## src/rtl/add_round_key_if.sv

```systemverilog
// Handshake and key-write bundle for add_round_key.
// master drives state words and key writes; slave is the add_round_key stage.
interface add_round_key_if #(
  parameter int AW = 6
) ();
  logic          key_wr_en;
  logic [AW-1:0] key_wr_addr;
  logic [31:0]   key_wr_data;
  logic          key_ready;
  logic          in_valid;
  logic          in_ready;
  logic          in_first;
  logic [127:0]  in_data;
  logic          out_valid;
  logic          out_ready;
  logic [127:0]  out_data;
  logic [3:0]    out_round;
  logic          out_last;

  modport master (
    output key_wr_en, key_wr_addr, key_wr_data,
    output in_valid, in_first, in_data, out_ready,
    input  key_ready, in_ready, out_valid, out_data, out_round, out_last
  );

  modport slave (
    input  key_wr_en, key_wr_addr, key_wr_data,
    input  in_valid, in_first, in_data, out_ready,
    output key_ready, in_ready, out_valid, out_data, out_round, out_last
  );
endinterface

```

## src/rtl/add_round_key.sv

```systemverilog
// AES AddRoundKey stage with internal expanded-key store and per-block round tracking.
// Optional sticky protocol checker (proto_err port) enabled by defining ARK_PROTO_CHECK_EN.
module add_round_key #(
  parameter int NR = 10,
  parameter int AW = 6
) (
  input  logic clk,
  input  logic rst,
  add_round_key_if.slave bus
`ifdef ARK_PROTO_CHECK_EN
  ,
  output logic proto_err
`endif
);

  localparam int unsigned   WORDS     = 4 * (NR + 1);
  localparam logic [3:0]    LAST_RND  = 4'(NR);
  localparam logic [AW-1:0] LAST_ADDR = AW'(WORDS - 1);

  logic [31:0]   key_mem [WORDS];
  logic          key_ready;
  logic          out_valid;
  logic [127:0]  out_data;
  logic [3:0]    out_round;
  logic          out_last;
  logic [3:0]    rnd;
  logic [3:0]    er;
  logic [AW-1:0] base;
  logic [127:0]  rk;
  logic          in_ready;
  logic          accept;
  logic          wr_ok;
  logic          wr_zero;

  assign in_ready = key_ready && (!out_valid || bus.out_ready);
  assign accept   = bus.in_valid && in_ready;
  assign wr_ok    = bus.key_wr_en && (bus.key_wr_addr <= LAST_ADDR);
  assign wr_zero  = bus.key_wr_en && (bus.key_wr_addr == '0);

  assign bus.key_ready = key_ready;
  assign bus.in_ready  = in_ready;
  assign bus.out_valid = out_valid;
  assign bus.out_data  = out_data;
  assign bus.out_round = out_round;
  assign bus.out_last  = out_last;

  // in_first forces round 0; otherwise the per-block counter selects the key
  always_comb begin
    er   = bus.in_first ? '0 : rnd;
    base = AW'({er, 2'b00});
    rk   = {key_mem[base], key_mem[base + AW'(1)],
            key_mem[base + AW'(2)], key_mem[base + AW'(3)]};
  end

  // Key store is not reset; reads above see the pre-write contents
  always_ff @(posedge clk) begin
    if (wr_ok) key_mem[bus.key_wr_addr] <= bus.key_wr_data;
  end

  always_ff @(posedge clk) begin
    if (!rst) begin
      key_ready <= 1'b0;
      out_valid <= 1'b0;
      out_data  <= '0;
      out_round <= '0;
      out_last  <= 1'b0;
      rnd       <= '0;
    end else begin
      if (bus.key_wr_en && bus.key_wr_addr == LAST_ADDR) key_ready <= 1'b1;
      else if (wr_zero)                                  key_ready <= 1'b0;

      if (accept) begin
        out_data  <= bus.in_data ^ rk;
        out_round <= er;
        out_last  <= (er == LAST_RND);
        out_valid <= 1'b1;
        rnd       <= (er == LAST_RND) ? '0 : er + 4'd1;
      end else if (bus.out_ready) begin
        out_valid <= 1'b0;
      end

      // Key reload abandons the block in flight
      if (wr_zero) rnd <= '0;
    end
  end

`ifdef ARK_PROTO_CHECK_EN
  always_ff @(posedge clk) begin
    if (!rst) begin
      proto_err <= 1'b0;
    end else if (accept && ((bus.in_first && rnd != '0) ||
                            (!bus.in_first && rnd == '0))) begin
      proto_err <= 1'b1;
    end
  end
`endif

endmodule

```

## src/flat_wrapper.sv

```systemverilog
// flat-port wrapper written by rule: the top's interface ports become plain ports
module add_round_key_flat 
#(
  parameter int NR = 10,
  parameter int AW = 6
)
  (clk, rst, bus_key_wr_en, bus_key_wr_addr, bus_key_wr_data, bus_in_valid, bus_in_first, bus_in_data, bus_out_ready, bus_key_ready, bus_in_ready, bus_out_valid, bus_out_data, bus_out_round, bus_out_last);
  add_round_key_if #(.AW(AW)) bus_i ();
  input  logic clk;
  input  logic rst;
  input wire logic [$bits(bus_i.key_wr_en)-1:0] bus_key_wr_en;
  input wire logic [$bits(bus_i.key_wr_addr)-1:0] bus_key_wr_addr;
  input wire logic [$bits(bus_i.key_wr_data)-1:0] bus_key_wr_data;
  input wire logic [$bits(bus_i.in_valid)-1:0] bus_in_valid;
  input wire logic [$bits(bus_i.in_first)-1:0] bus_in_first;
  input wire logic [$bits(bus_i.in_data)-1:0] bus_in_data;
  input wire logic [$bits(bus_i.out_ready)-1:0] bus_out_ready;
  output wire logic [$bits(bus_i.key_ready)-1:0] bus_key_ready;
  output wire logic [$bits(bus_i.in_ready)-1:0] bus_in_ready;
  output wire logic [$bits(bus_i.out_valid)-1:0] bus_out_valid;
  output wire logic [$bits(bus_i.out_data)-1:0] bus_out_data;
  output wire logic [$bits(bus_i.out_round)-1:0] bus_out_round;
  output wire logic [$bits(bus_i.out_last)-1:0] bus_out_last;
  assign bus_i.key_wr_en = bus_key_wr_en;
  assign bus_i.key_wr_addr = bus_key_wr_addr;
  assign bus_i.key_wr_data = bus_key_wr_data;
  assign bus_i.in_valid = bus_in_valid;
  assign bus_i.in_first = bus_in_first;
  assign bus_i.in_data = bus_in_data;
  assign bus_i.out_ready = bus_out_ready;
  assign bus_key_ready = bus_i.key_ready;
  assign bus_in_ready = bus_i.in_ready;
  assign bus_out_valid = bus_i.out_valid;
  assign bus_out_data = bus_i.out_data;
  assign bus_out_round = bus_i.out_round;
  assign bus_out_last = bus_i.out_last;
  add_round_key #(.NR(NR), .AW(AW)) u_core (.clk(clk), .rst(rst), .bus(bus_i));
endmodule
```

## config.mk

```make
export PLATFORM = sky130hd
export DESIGN_NAME = add_round_key_flat
export DESIGN_NICKNAME = d
export VERILOG_FILES = /design/src/rtl/add_round_key_if.sv /design/src/rtl/add_round_key.sv /design/src/flat_wrapper.sv
export SDC_FILE = /design/constraint.sdc
export NUM_CORES = 2
export LEC_CHECK = 0
export ABC_AREA = 1
export BUFFER_PORTS_ARGS = -buffer_cell sky130_fd_sc_hd__buf_2
export CORE_MARGIN = 2
export CORE_UTILIZATION = 55
export DETAILED_ROUTE_END_ITERATION = 7
export GPL_ROUTABILITY_DRIVEN = 0
export PLACE_DENSITY = 0.73
export REMOVE_ABC_BUFFERS = 1
export SLEW_MARGIN = 40
export SYNTH_ARGS = -nofsm -noshare
export SYNTH_HDL_FRONTEND = slang
export SYNTH_SLANG_ARGS = --single-unit
```

## constraint.sdc

```tcl
create_clock -name clk -period 5.11 [get_ports clk]
set_input_delay 1.022 -clock clk [delete_from_list [all_inputs] [get_ports clk]]
set_output_delay 1.022 -clock clk [all_outputs]
set_load 0.03 [all_outputs]
```

Yosys cells after proc, flatten, opt, wreduce, memory -nomap -nowiden
Memory sizes are Yosys's and may differ from the RTL's.
Cells that the tools add are included.
- flip-flop bits (word level): 139
- latch bits: 0
- bits in writable memories: 1408
- memory bits (read-only): 0
- input bits: 172
- output and inout port bits: 136
- logic and storage cells: 35
- memories kept: 1
- memories (memory ; depth ; bits a word ; rd ports ; clocked after memory_dff ; write ports ; line ; RTL):
    u_core.key_mem ; 44 ; 32 ; 4 ; 0 ; 1 ; add_round_key.sv:20 ; logic [31:0] key_mem [WORDS];
- add/subtract/negate cells: 4
- multiply operators: 0
- divide/modulo/power cells: 0
- magnitude comparators: 1
- equality and inequality tests: 2
- shift-type cells: 0
- muxes and demuxes: 8
- bitwise logic cells: 2
- reductions and logical operators: 11
- operators with widths (kind ; number):
    bitwise XOR 128 bit ; 1
    adder 6 x 2 -> 6 bit, second input constant ; 2
    two-way mux 4 bit ; 2
    adder 6 x 1 -> 6 bit, second input constant ; 1
    == test 6 bit, second input constant ; 1
    less-or-equal comparator 6 bit, second input constant ; 1
    logical NOT 6 bit ; 1
    two-way mux 1 bit ; 6
    logical AND 1 bit ; 5
    adder 4 x 1 -> 4 bit, second input constant ; 1
    == test 4 bit, second input constant ; 1
    nonzero test 2 bit ; 2
    OR reduction 2 bit ; 1
    logical NOT 1 bit ; 1
    logical OR 1 bit ; 1
    NOT 1 bit ; 1

Logic depth before layout (Yosys ltp)
- word-level depth: 5
- depth in mapped cells: 14
- depth with buffers taken out: 12

Least setup slack after synthesis
No wires, ideal clock.
- path kind: input-to-reg
- start: in bus_key_wr_addr[2]
- end: mem u_core.key_mem[10][0] (enable)
- library setup time: 0.421 ns
- data arrival time: 3.150 ns
- data required time: 4.689 ns
- setup slack: 1.539 ns
- cell stages on the path: 5
- buffers on the path: 1
- cells stage by stage: clkbuf_1 > a21oi_1 > o21a_1 > nand4_1 > nor2_1
- longest elaborated chain between the ends: 4
- RTL lines (element ; line ; RTL):
    start, declared ; flat_wrapper.sv:12 ; input wire logic [$bits(bus_i.key_wr_addr)-1:0] bus_key_wr_addr;
    less-or-equal comparator 6 bit ; add_round_key.sv:37 ; assign wr_ok = bus.key_wr_en && (bus.key_wr_addr <= LAST_ADDR);
    logical AND 1 bit ; add_round_key.sv:37 ;
    two-way mux 1 bit ; add_round_key.sv:57 ; if (wr_ok) key_mem[bus.key_wr_addr] <= bus.key_wr_data;
    two-way mux 1 bit (implied by the code) ; add_round_key.sv:57 ;
    end, declared ; add_round_key.sv:20 ;
Several ways; a longest one is shown, not always the timed one.

Worst setup path after layout
- start: reg u_core.rnd[0]
- end: reg u_core.out_data[18] (netlist: u_core.bus.out_data[18])
- longest elaborated chain between the ends: 4
- RTL lines (element ; line ; RTL):
    start, declared ; add_round_key.sv:26 ; logic [3:0] rnd;
    start signal, assigned ; add_round_key.sv:77 ; rnd <= (er == LAST_RND) ? '0 : er + 4'd1;
    two-way mux 4 bit ; add_round_key.sv:49 ; er = bus.in_first ? '0 : rnd;
    adder 6 x 2 -> 6 bit ; add_round_key.sv:52 ; key_mem[base + AW'(2)], key_mem[base + AW'(3)]};
    memory (44 x 32 bit) ; - ;
    bitwise XOR 128 bit ; add_round_key.sv:73 ; out_data <= bus.in_data ^ rk;
    end signal, assigned ; add_round_key.sv:73 ;
    end, declared ; add_round_key.sv:23 ; logic [127:0] out_data;
Every way passes these cells.
A chain may end at the register's enable or synchronous reset.

==> results.sh <==
export IMPL_htreeDepth=4
export IMPL_cts_root_buf="clkbuf_16"
export IMPL_synth_async_reset_ratio_pct=0
export IMPL_die_h_um=350
export IMPL_vdd_drop_max_mv=0.337
export IMPL_tightest_slew_ps=964
export IMPL_ctsHoldBuffers=0
export IMPL_rsz0062_at_grt="no"
export IMPL_pwr_share_clk_pct=44.2
export IMPL_fin_crit_sh_pct=64.6
export IMPL_power_internal_mw=20.7
export IMPL_fin_worst_skew_ps=30.1
export IMPL_slew_viol_final=0
export IMPL_regToRegSetupSlack_ps=1810
export IMPL_crit_chain="nand2_8 -> inv_4 -> buf_4 -> nor2_1 -> o21ai_1 -> nand2_1 -> nand2_1 -> nand3_1 -> nand2_1 -> inv_1"
export IMPL_r2r_start="u_core.rnd[0]"
export IMPL_maxCapViolCount=0
export IMPL_wirelength_mm=181
export IMPL_die_w_um=350
export IMPL_cts_resized_gates=0
export IMPL_synth_area_leader_cell="edfxtp_1"
export IMPL_drt_first_pass_iters=6
export IMPL_pwr_share_comb_pct=2.5
export IMPL_insertion_delay_ps=780
export IMPL_rows=126
export IMPL_placed_cell_area_um2=69000
export IMPL_path_class="reg2reg"
export IMPL_synth_seq_cells=1547
export IMPL_ys_warn_count=0
export IMPL_synth_edf_count=1408
export IMPL_powerDensity_nw_per_um2=351
export IMPL_drcViolationCount=0
export IMPL_port_buffers=307
export IMPL_grt_pass1_vias=44700
export IMPL_fin_util_pct=62.7
export IMPL_synth_avg_cell_area_um2=10.7
export IMPL_p_sw_share_pct=20.7
export IMPL_synth_top_area_share_pct=64.2
export IMPL_run_status="finished clean"
export IMPL_fin_ws_ps=1810
export IMPL_grt_max_degree=192
export IMPL_antenna_found_initial=4
export IMPL_synth_area_um2=65900
export IMPL_cpPeakStageDelay_ps=900
export IMPL_cp_end_kind="flop"
export IMPL_final_area_um2=74300
export IMPL_ant_nets=0
export IMPL_dp_slack_ps=1210
export IMPL_synth_common_cells="nand2_1, edfxtp_1, nand3_1"
export IMPL_vias=46800
export IMPL_grt_overflow=0
export IMPL_grt_total_usage_pct=29.1
export IMPL_postCtsSetupBuffers=0
export IMPL_grt_pass1_wl_mm=268
export IMPL_synth_area_leaders="edfxtp_1, nand3_1, nand2_1"
export IMPL_start_util_pct=55.6
export IMPL_required_ps=5770
export IMPL_hold_start="u_core.bus.out_round[2]"
export IMPL_worst_path_most_repeated_cell="nand2_1"
export IMPL_crit_arrival_ps=3960
export IMPL_synth_distinct_cells=28
export IMPL_hold_viol_final=0
export IMPL_clock_sinks=1547
export IMPL_fin_cells=8061
export IMPL_reg2regPathDepth=10
export IMPL_period_needed_ps=3300
export IMPL_timing_fmax_ghz=0.303
export IMPL_drive_gt1_share_pct=10.7
export IMPL_drt_initial_drc_count=6027
export IMPL_power_mw=26.0
export IMPL_hold_ws_ps=495
export IMPL_switching_power_mw=5.40
export IMPL_setup_viol=0
export IMPL_slew_headroom_pct=35.7
export IMPL_yosysMostFrequentCell="nand2_1"
export IMPL_cts_tree="built"
export IMPL_cts_buffers=157
export IMPL_io_pins=308
export IMPL_numPlacedInstances=7764
export IMPL_core_area_um2=118000
export IMPL_area_delta_synth_final_pct=12.7
export IMPL_min_path_cells=2
export IMPL_fillCellCount=9013
export IMPL_viasPerCell=5.80
export IMPL_crit_slowest_cell="dfxtp_4"
export IMPL_start_kind="flop"
export IMPL_hold_end="u_core.bus.out_round[2]"
export IMPL_setup_tns_ps=0
export IMPL_synthCells=6148
export IMPL_r2r_end="u_core.bus.out_data[18]"
export IMPL_p_seq_share_pct=53.3
export IMPL_p_leak_nw=30.2
export IMPL_cts_buffer_depth=3
export IMPL_yosysSeqAreaShare_pct=68.4
export IMPL_clk_pin_slew_ps=60
export IMPL_post_drt_wl_per_cell_um=22.4
export IMPL_startpoint="u_core.rnd[0]"
export IMPL_hp_class="reg2reg"
export IMPL_die_area_um2=123000
export IMPL_ys_flop_type="edfxtp_1"
export IMPL_crit_fanout=98
export IMPL_layout_nets=6500
export IMPL_hpwl_mm=92.0
[registers in the layout, indices dropped and copies added, names as in the netlist]
| signal | count |
|---|---|
| u_core.key_mem | 1408 |
| u_core.bus.out_data | 128 |
| u_core.bus.out_round | 4 |
| u_core.rnd | 4 |
| u_core.bus.key_ready | 1 |
| u_core.bus.out_last | 1 |
| u_core.bus.out_valid | 1 |
[per-layer routing]
metal | share of wire, % | GRT usage (%) | vias to the layer above
met5 | 0.0072 | 0 | -
met4 | 3.2 | 10.9 | 2
met3 | 11 | 6.49 | 320
met2 | 46 | 45.6 | 2530
met1 | 40 | 40.2 | 22600
li1 | - | - | 21400
[how the worst max path moves through the flow]
stage,to,slack [ps],depth (start not counted)
after floorplan,u_core.bus.out_data[116],-19090,9
after global placement,u_core.bus.out_data[110],1220,12
after detailed placement,u_core.bus.out_data[110],1210,12
after CTS,u_core.bus.out_data[93],1810,9
after global routing,u_core.bus.out_data[126],1590,11
final,u_core.bus.out_data[18],1810,10
[worst max-delay path: cells and delay by family (launching register included)]
family          cells  cell delay (ps)
simple gates        6              960
compound gates      1              220
flops               1              900
buf+inv             3             1060
[cells by family after synthesis]
kind of cell	count (synthesis)	synth area share, %
XOR/XNOR	1	0.0133
buffers and inverters	1040	6.55
flip-flops	1547	68.4
AO/OA/AOI/OAI	536	4.56
AND/OR/NAND/NOR	3024	20.5
[cell usage in the layout, fill, tap and decap left out, drive strengths merged]
master / synthesis / routed
nand2: 1423 / 1423
edfxtp: 1408 / 1408
nand3: 1280 / 1280
inv: 655 / 664
buf: 278 / 406
o21ai: 267 / 267
clkbuf: 107 / 210
nor2: 185 / 185
a21oi: 141 / 141
dfxtp: 139 / 139
nand3b: 128 / 128
o21a: 125 / 125
clkinv: 0 / 54
bufinv: 0 / 13
nand4: 6 / 6
clkinvlp: 0 / 4
diode: 0 / 2
nor3: 2 / 2
a211oi: 1 / 1
a31oi: 1 / 1
o22ai: 1 / 1
xor2: 1 / 1
[power groups by stage]
stage | clock (mW) | combinational (mW) | sequential, mW
3_5_place_dp | 0 | 0.647 | 14.1
3_3_place_gp | 0 | 0.621 | 14.1
4_1_cts | 11.6 | 0.649 | 13.9
6_report | 11.5 | 0.662 | 13.9
5_1_grt | 12.1 | 0.707 | 13.9
2_1_floorplan | 0 | 0.185 | 14.2
[final cells by class]
class	instances	area [um^2]	area share (%)
Sequential cell	1547	45100	60.7
Multi-Input combinational cell	3561	16800	22.6
Inverter	655	2500	3.36
Clock inverter	80	821	1.11
Timing Repair Buffer	406	2720	3.67
Tap cell	1600	2000	2.70
Clock buffer	210	4340	5.85
Antenna cell	2	5.00	0.00674
Note: power is estimated with default switching activity, not from simulation.
